--- config.mk ---
export PLATFORM = sky130hd
export DESIGN_NAME = cla_bist_ctrl
export DESIGN_NICKNAME = d
export VERILOG_FILES = /design/src/rtl/cla_bist_ctrl.sv
export SDC_FILE = /design/constraint.sdc
export NUM_CORES = 1
export LEC_CHECK = 0
export CORE_AREA = 10 10 120 111
export CTS_CLUSTER_SIZE = 8
export DETAILED_ROUTE_END_ITERATION = 10
export DIE_AREA = 0 0 130 121
export DONT_BUFFER_PORTS = 1
export GPL_TIMING_DRIVEN = 0
export PLACE_DENSITY = 0.81
export SLEW_MARGIN = 10
export SYNTH_ARGS = -nofsm -noshare
export SYNTH_HDL_FRONTEND = slang
export SYNTH_SLANG_ARGS = --single-unit
--- constraint.sdc ---
create_clock -name clk -period 10.61 [get_ports clk]
set_clock_uncertainty 0.1 [all_clocks]
set_input_delay 0 -clock clk [delete_from_list [all_inputs] [get_ports clk]]
set_output_delay 0 -clock clk [all_outputs]
set_load 0.05 [all_outputs]
--- src/rtl/cla_bist_ctrl.sv ---
`timescale 1ns/1ps
// Built-in self-test sequencer for a WIDTH-bit CLA adder/subtractor: drives 9 corner
// vectors then N_RANDOM LFSR vectors, checks each against a behavioural model.
module cla_bist_ctrl #(
    parameter int          WIDTH         = 15,
    parameter int          N_RANDOM      = 64,
    parameter int          SETTLE_CYCLES = 1,
    parameter logic [31:0] LFSR_SEED     = 32'hACE1_2345
) (
    input  logic             clk,
    input  logic             rst_n,
    input  logic             start,
    output logic [WIDTH-1:0] A_o,
    output logic [WIDTH-1:0] B_o,
    output logic             mode_o,
    input  logic [WIDTH-1:0] S_i,
    input  logic             Cout_i,
    input  logic             Ovf_i,
    output logic             busy,
    output logic             done,
    output logic             pass,
    output logic [7:0]       err_count,
    output logic [15:0]      first_fail_idx,
    output logic [2:0]       o_dbg_state
);
    typedef enum logic [2:0] {
        ST_IDLE   = 3'd0,
        ST_DRIVE  = 3'd1,
        ST_SETTLE = 3'd2,
        ST_CHECK  = 3'd3,
        ST_DONE   = 3'd4
    } state_t;

    localparam logic [15:0] LAST_IDX    = 16'(9 + N_RANDOM - 1);
    localparam logic [15:0] SETTLE_LAST = 16'(SETTLE_CYCLES - 1);
    localparam logic [31:0] SEED_EFF    = (LFSR_SEED == 32'h0) ? 32'h1 : LFSR_SEED;

    state_t             r_state;
    logic [WIDTH-1:0]   r_a;
    logic [WIDTH-1:0]   r_b;
    logic               r_mode;
    logic               r_busy;
    logic               r_done;
    logic               r_pass;
    logic [7:0]         r_err;
    logic [15:0]        r_ffi;
    logic [15:0]        r_idx;
    logic [15:0]        r_settle;
    logic [31:0]        r_lfsr;

    logic [2*WIDTH:0]   w_vec;
    logic [WIDTH-1:0]   w_bx;
    logic [WIDTH:0]     w_sum;
    logic               w_ovf;
    logic               w_mismatch;
    logic [31:0]        w_lfsr_next;

    // Packed as {mode, B, A}.
    function automatic logic [2*WIDTH:0] directed_vec(input logic [3:0] i);
        logic [2*WIDTH:0] v;
        case (i)
            4'd1:    v = {1'b0, WIDTH'(16'h0007), WIDTH'(16'h0009)};
            4'd2:    v = {1'b0, WIDTH'(16'h0001), WIDTH'(16'h3FFF)};
            4'd3:    v = {1'b0, WIDTH'(16'h0004), WIDTH'(16'h7FFE)};
            4'd4:    v = {1'b0, WIDTH'(16'h4000), WIDTH'(16'h6000)};
            4'd5:    v = {1'b1, WIDTH'(16'h0046), WIDTH'(16'h001E)};
            4'd6:    v = {1'b1, WIDTH'(16'h6000), WIDTH'(16'h2000)};
            4'd7:    v = {1'b1, WIDTH'(16'h0007), WIDTH'(16'h000A)};
            4'd8:    v = {1'b1, WIDTH'(16'h0003), WIDTH'(16'h4002)};
            default: v = '0;
        endcase
        return v;
    endfunction

    always_comb begin
        w_vec       = (r_idx < 16'd9) ? directed_vec(r_idx[3:0])
                    : {r_lfsr[31], r_lfsr[2*WIDTH-1:WIDTH], r_lfsr[WIDTH-1:0]};
        w_lfsr_next = {1'b0, r_lfsr[31:1]} ^ (r_lfsr[0] ? 32'h8020_0003 : 32'h0);
        // Subtract is A + ~B + 1, so Cout=1 means no borrow.
        w_bx        = r_mode ? ~r_b : r_b;
        w_sum       = {1'b0, r_a} + {1'b0, w_bx} + {{WIDTH{1'b0}}, r_mode};
        w_ovf       = (r_a[WIDTH-1] == w_bx[WIDTH-1]) && (w_sum[WIDTH-1] != r_a[WIDTH-1]);
        w_mismatch  = (S_i != w_sum[WIDTH-1:0]) || (Cout_i != w_sum[WIDTH]) || (Ovf_i != w_ovf);
    end

    always_ff @(posedge clk or negedge rst_n) begin
        if (!rst_n) begin
            r_state  <= ST_IDLE;
            r_a      <= '0;
            r_b      <= '0;
            r_mode   <= 1'b0;
            r_busy   <= 1'b0;
            r_done   <= 1'b0;
            r_pass   <= 1'b0;
            r_err    <= 8'd0;
            r_ffi    <= 16'hFFFF;
            r_idx    <= 16'd0;
            r_settle <= 16'd0;
            r_lfsr   <= 32'h0;
        end else begin
            case (r_state)
                ST_IDLE, ST_DONE: begin
                    if (start) begin
                        r_err   <= 8'd0;
                        r_ffi   <= 16'hFFFF;
                        r_done  <= 1'b0;
                        r_pass  <= 1'b0;
                        r_lfsr  <= SEED_EFF;
                        r_idx   <= 16'd0;
                        r_busy  <= 1'b1;
                        r_state <= ST_DRIVE;
                    end else if (r_state == ST_DONE) begin
                        r_done <= 1'b1;
                        r_pass <= (r_err == 8'd0);
                    end
                end
                ST_DRIVE: begin
                    {r_mode, r_b, r_a} <= w_vec;
                    r_settle           <= 16'd0;
                    r_state            <= ST_SETTLE;
                end
                ST_SETTLE: begin
                    if (r_settle == SETTLE_LAST) begin
                        r_state <= ST_CHECK;
                    end else begin
                        r_settle <= r_settle + 16'd1;
                    end
                end
                ST_CHECK: begin
                    if (w_mismatch) begin
                        if (r_err != 8'hFF) begin
                            r_err <= r_err + 8'd1;
                        end
                        // err_count only leaves zero on the first mismatch of a run.
                        if (r_err == 8'd0) begin
                            r_ffi <= r_idx;
                        end
                    end
                    if (r_idx >= 16'd9) begin
                        r_lfsr <= w_lfsr_next;
                    end
                    r_idx <= r_idx + 16'd1;
                    if (r_idx == LAST_IDX) begin
                        r_busy  <= 1'b0;
                        r_state <= ST_DONE;
                    end else begin
                        r_state <= ST_DRIVE;
                    end
                end
                default: r_state <= ST_IDLE;
            endcase
        end
    end

    assign A_o            = r_a;
    assign B_o            = r_b;
    assign mode_o         = r_mode;
    assign busy           = r_busy;
    assign done           = r_done;
    assign pass           = r_pass;
    assign err_count      = r_err;
    assign first_fail_idx = r_ffi;
    assign o_dbg_state    = r_state;
endmodule

==> metrics.txt <==
# TYPE chip_impl_metric gauge
chip_impl_info{name="timing.critical_path.from_type",value="flop"} 1
chip_impl_metric{name="finalHoldViolCount",unit=""} 0
chip_impl_metric{name="number_of_global_route_vias_before_repair",unit=""} 5933
chip_impl_metric{name="worst-path-max-fanout",unit=""} 10
chip_impl_metric{name="cts_buffer_depth",unit=""} 2
chip_impl_metric{name="post-route-period-util",unit=""} 0.438
chip_impl_metric{name="postSynth.asyncResetShare",unit=""} 1.00
chip_impl_metric{name="routed_via_density",unit=""} 6.34
chip_impl_metric{name="gr_util_all_layers",unit=""} 0.252
chip_impl_metric{name="place.gp.congestion",unit=""} 0.926
chip_impl_metric{name="drcViolationCount",unit=""} 0
chip_impl_metric{name="port-buffer-count",unit=""} 0
chip_impl_metric{name="die_wd",unit="um"} 130
chip_impl_metric{name="cp_data_arrival_time",unit="ns"} 4.85
chip_impl_metric{name="cts_inserted_buffers",unit=""} 17
chip_impl_metric{name="first_iter_violations",unit=""} 640
chip_impl_info{name="netlist_top_cells_area",value="sky130_fd_sc_hd__dfrtp_1 39%, sky130_fd_sc_hd__nand2_1 7.5%, sky130_fd_sc_hd__dfstp_2 6.0%"} 1
chip_impl_info{name="endpoint_kind",value="flop"} 1
chip_impl_metric{name="slew_violations",unit=""} 0
chip_impl_metric{name="ys_warn_count",unit=""} 0
chip_impl_metric{name="drt-pass1-iter-count",unit=""} 5
chip_impl_info{name="busiest_layer",value="met2"} 1
chip_impl_metric{name="worst_pin_slew",unit="ns"} 0.710
chip_impl_info{name="synthMostInstantiatedCell",value="sky130_fd_sc_hd__nand2_1"} 1
chip_impl_metric{name="hold-worst-slack",unit="ns"} 0.0980
chip_impl_metric{name="timing.max_cap.violations",unit=""} 0
chip_impl_metric{name="timing.final.setup_violations",unit=""} 0
chip_impl_metric{name="min_period",unit="ns"} 4.65
chip_impl_info{name="critPathKind",value="flop to flop"} 1
chip_impl_metric{name="grt_overflow_total",unit=""} 0
chip_impl_metric{name="relative_slew_margins",unit=""} 0.527
chip_impl_metric{name="ys_ff_latch",unit=""} 125
chip_impl_metric{name="use_met3",unit=""} 0.0882
chip_impl_info{name="synth_top_area_cell",value="sky130_fd_sc_hd__dfrtp_1"} 1
chip_impl_info{name="clock-root-buffer",value="sky130_fd_sc_hd__clkbuf_16"} 1
chip_impl_metric{name="postCtsSetupRepairBufs",unit=""} 0
chip_impl_metric{name="worstPathRequired",unit="ns"} 10.82
chip_impl_metric{name="insertion_delay",unit="ns"} 0.43
chip_impl_metric{name="num_antenna_cells",unit=""} 0
chip_impl_info{name="grt_setup_unrepaired",value="false"} 1
chip_impl_metric{name="syn_to_final_growth",unit="%"} 11.5
chip_impl_metric{name="synth-edff-count",unit=""} 0
chip_impl_metric{name="synthesis.instances",unit=""} 798
chip_impl_metric{name="avgSynthCellArea",unit="um2"} 8.75
chip_impl_metric{name="post_synth_top_area_share",unit=""} 0.391
chip_impl_info{name="worstHoldPathType",value="primary input to flop"} 1
chip_impl_metric{name="floorplan.rows",unit=""} 36
chip_impl_metric{name="detail-route-antenna-nets",unit=""} 0
chip_impl_metric{name="dr_total_vias",unit=""} 6122
chip_impl_metric{name="setup-tns-final",unit="ns"} 0
chip_impl_metric{name="cts_max_level",unit=""} 4
chip_impl_metric{name="post_route_cells_drive_above_1_share",unit=""} 0.0888
chip_impl_metric{name="grt_pass1_wl",unit="um"} 31200
chip_impl_info{name="cts_tree",value="built"} 1
chip_impl_metric{name="filler_cells",unit=""} 801
chip_impl_metric{name="final_cell_count_no_fill",unit=""} 966
chip_impl_metric{name="core_region_area",unit="mm2"} 0.0107
chip_impl_metric{name="routedWlPerCell",unit="um"} 19.9
chip_impl_metric{name="ioPinCount",unit=""} 81
chip_impl_metric{name="placedCellCount",unit=""} 931
chip_impl_metric{name="clk_pin_slew_worst_paths",unit="ns"} 0.06
chip_impl_metric{name="met1_usage",unit=""} 0.324
chip_impl_info{name="post_synth_most_frequent_cells",value="139 x sky130_fd_sc_hd__nand2_1, 109 x sky130_fd_sc_hd__dfrtp_1, 82 x sky130_fd_sc_hd__o21ai_0"} 1
chip_impl_metric{name="gr-usage-met2",unit=""} 0.395
chip_impl_info{name="synth-main-ff-cell",value="sky130_fd_sc_hd__dfrtp_1"} 1
chip_impl_metric{name="clock-sinks",unit=""} 125
chip_impl_metric{name="maxClockFrequency",unit="GHz"} 0.215
chip_impl_info{name="outcome",value="complete, no violations"} 1
chip_impl_metric{name="floorplan.die_area",unit="mm2"} 0.0157
chip_impl_metric{name="drt_wl_total",unit="um"} 19200
chip_impl_metric{name="synth_area",unit="mm2"} 0.00698
chip_impl_metric{name="ys_seq_area_frac",unit=""} 0.451
chip_impl_metric{name="maximum_number_of_pins_on_one_net_before_global_route_repair",unit=""} 126
chip_impl_metric{name="detailed_place_hpwl",unit="um"} 14100
chip_impl_metric{name="die_h",unit="um"} 121
chip_impl_metric{name="antenna_violations_before_repair",unit=""} 0
chip_impl_metric{name="start_util",unit=""} 0.651
chip_impl_metric{name="unique_cell_type_count_in_the_yosys_netlist",unit=""} 58
chip_impl_metric{name="finish.net_count",unit=""} 864
chip_impl_metric{name="syn_nets",unit=""} 842
[state kept, by name, indices dropped and copies added (netlist names)]
signal and count:
r_lfsr 32, first_fail_idx 16, r_idx 16, r_settle 16
A_o 15, B_o 15, err_count 8, o_dbg_state 3
busy 1, done 1, mode_o 1, pass 1
[layer usage]
metal / vias up / share of wire
met5: - / 0
met4: 0 / 0.016
met3: 27 / 0.093
met2: 256 / 0.47
met1: 2983 / 0.42
li1: 2856 / -
[final cells by class]
type	instances	area (um2)	share of cell area
clock inverters	12	135	0.0173
repair buffers	3	47.5	0.00610
clock buffers	20	457	0.0586
flip-flops and latches	125	3150	0.404
inverters	27	101	0.0130
well taps	133	166	0.0214
plain buffers	43	178	0.0228
multi-input cells	603	3560	0.457
[worst max-delay path: stages, from the launching register on]
cell,delay [ns]
sky130_fd_sc_hd__dfrtp_1,0.67
sky130_fd_sc_hd__buf_2,0.31
sky130_fd_sc_hd__buf_1,0.53
sky130_fd_sc_hd__xor2_1,0.19
sky130_fd_sc_hd__ha_1,0.33
sky130_fd_sc_hd__clkbuf_1,0.26
sky130_fd_sc_hd__nand4_1,0.23
sky130_fd_sc_hd__a211oi_1,0.37
sky130_fd_sc_hd__nor3_2,0.11
sky130_fd_sc_hd__xnor2_1,0.13
sky130_fd_sc_hd__a211oi_1,0.42
sky130_fd_sc_hd__nand4_4,0.27
sky130_fd_sc_hd__nand3_2,0.24
sky130_fd_sc_hd__mux2_2,0.35
[placed cells by master, fill, tap and decap left out, types with 4 or more instances in the layout]
master / instances
sky130_fd_sc_hd__o211ai_1: 5
sky130_fd_sc_hd__dfstp_2: 16
sky130_fd_sc_hd__nand3_1: 25
sky130_fd_sc_hd__nor4_1: 9
sky130_fd_sc_hd__inv_1: 27
sky130_fd_sc_hd__ha_1: 23
sky130_fd_sc_hd__a211oi_1: 4
sky130_fd_sc_hd__buf_2: 10
sky130_fd_sc_hd__xor2_1: 36
sky130_fd_sc_hd__nand4_1: 15
sky130_fd_sc_hd__o21ai_0: 82
sky130_fd_sc_hd__a31oi_1: 7
sky130_fd_sc_hd__o22ai_1: 4
sky130_fd_sc_hd__a32oi_1: 4
sky130_fd_sc_hd__a211o_1: 7
sky130_fd_sc_hd__nand2_1: 139
sky130_fd_sc_hd__nor4b_1: 5
sky130_fd_sc_hd__o31ai_1: 5
sky130_fd_sc_hd__and3_1: 14
sky130_fd_sc_hd__nor2_1: 70
sky130_fd_sc_hd__a21o_1: 4
sky130_fd_sc_hd__mux2i_1: 5
sky130_fd_sc_hd__clkbuf_1: 29
sky130_fd_sc_hd__dfrtp_1: 109
sky130_fd_sc_hd__xnor2_1: 16
sky130_fd_sc_hd__and2_1: 4
sky130_fd_sc_hd__mux2_2: 5
sky130_fd_sc_hd__a41oi_1: 10
sky130_fd_sc_hd__a221oi_1: 4
sky130_fd_sc_hd__a21oi_1: 50
sky130_fd_sc_hd__clkbuf_16: 17
sky130_fd_sc_hd__nor3_1: 10
[worst paths after layout]
check / from / end / slack, ns / cells after the start
min in group asynchronous: rst_n / A_o[11]$_DFFE_PN0P_ / 0.13 / 2
setup / recovery: mode_o$_DFFE_PN0P_ / err_count[0]$_DFFE_PN0P_ / 5.96 / 13
hold / removal: Ovf_i / err_count[2]$_DFFE_PN0P_ / 0.1 / 4
max in group asynchronous: rst_n / r_settle[2]$_DFFE_PN0P_ / 9.83 / 2
setup reg to reg: mode_o$_DFFE_PN0P_ / err_count[0]$_DFFE_PN0P_ / 5.96 / 13
hold reg to reg: r_lfsr[30]$_DFFE_PN0P_ / r_lfsr[30]$_DFFE_PN0P_ / 0.39 / 2
[stage by stage]
stage / instance area (um2) / util / setup WS (ns)
final: 7790 / 0.727 / 5.96
after CTS: 7790 / 0.727 / 5.98
after global routing: 7790 / 0.727 / 5.64
after detailed placement: 7150 / 0.667 / 6.02
after global placement: 7150 / 0.667 / 6.06
after floorplan: 6980 / - / 6.73
[cells by family after synthesis]
group / share of synthesized area
AND/OR/NAND/NOR: 0.208
AO/OA/AOI/OAI: 0.177
flip-flops: 0.451
buffers and inverters: 0.0400
XOR/XNOR: 0.0652
adder cells (fa/ha/maj): 0.0441
multiplexers: 0.0152
[what timing repair did]
item	in CTS	in global routing
hold buffers	3	0
resized for setup	0	0
hold endpoints to repair	133	0
Power is not shown: default switching activity piles up to over one toggle a cycle in this logic, so the estimate is an artifact.
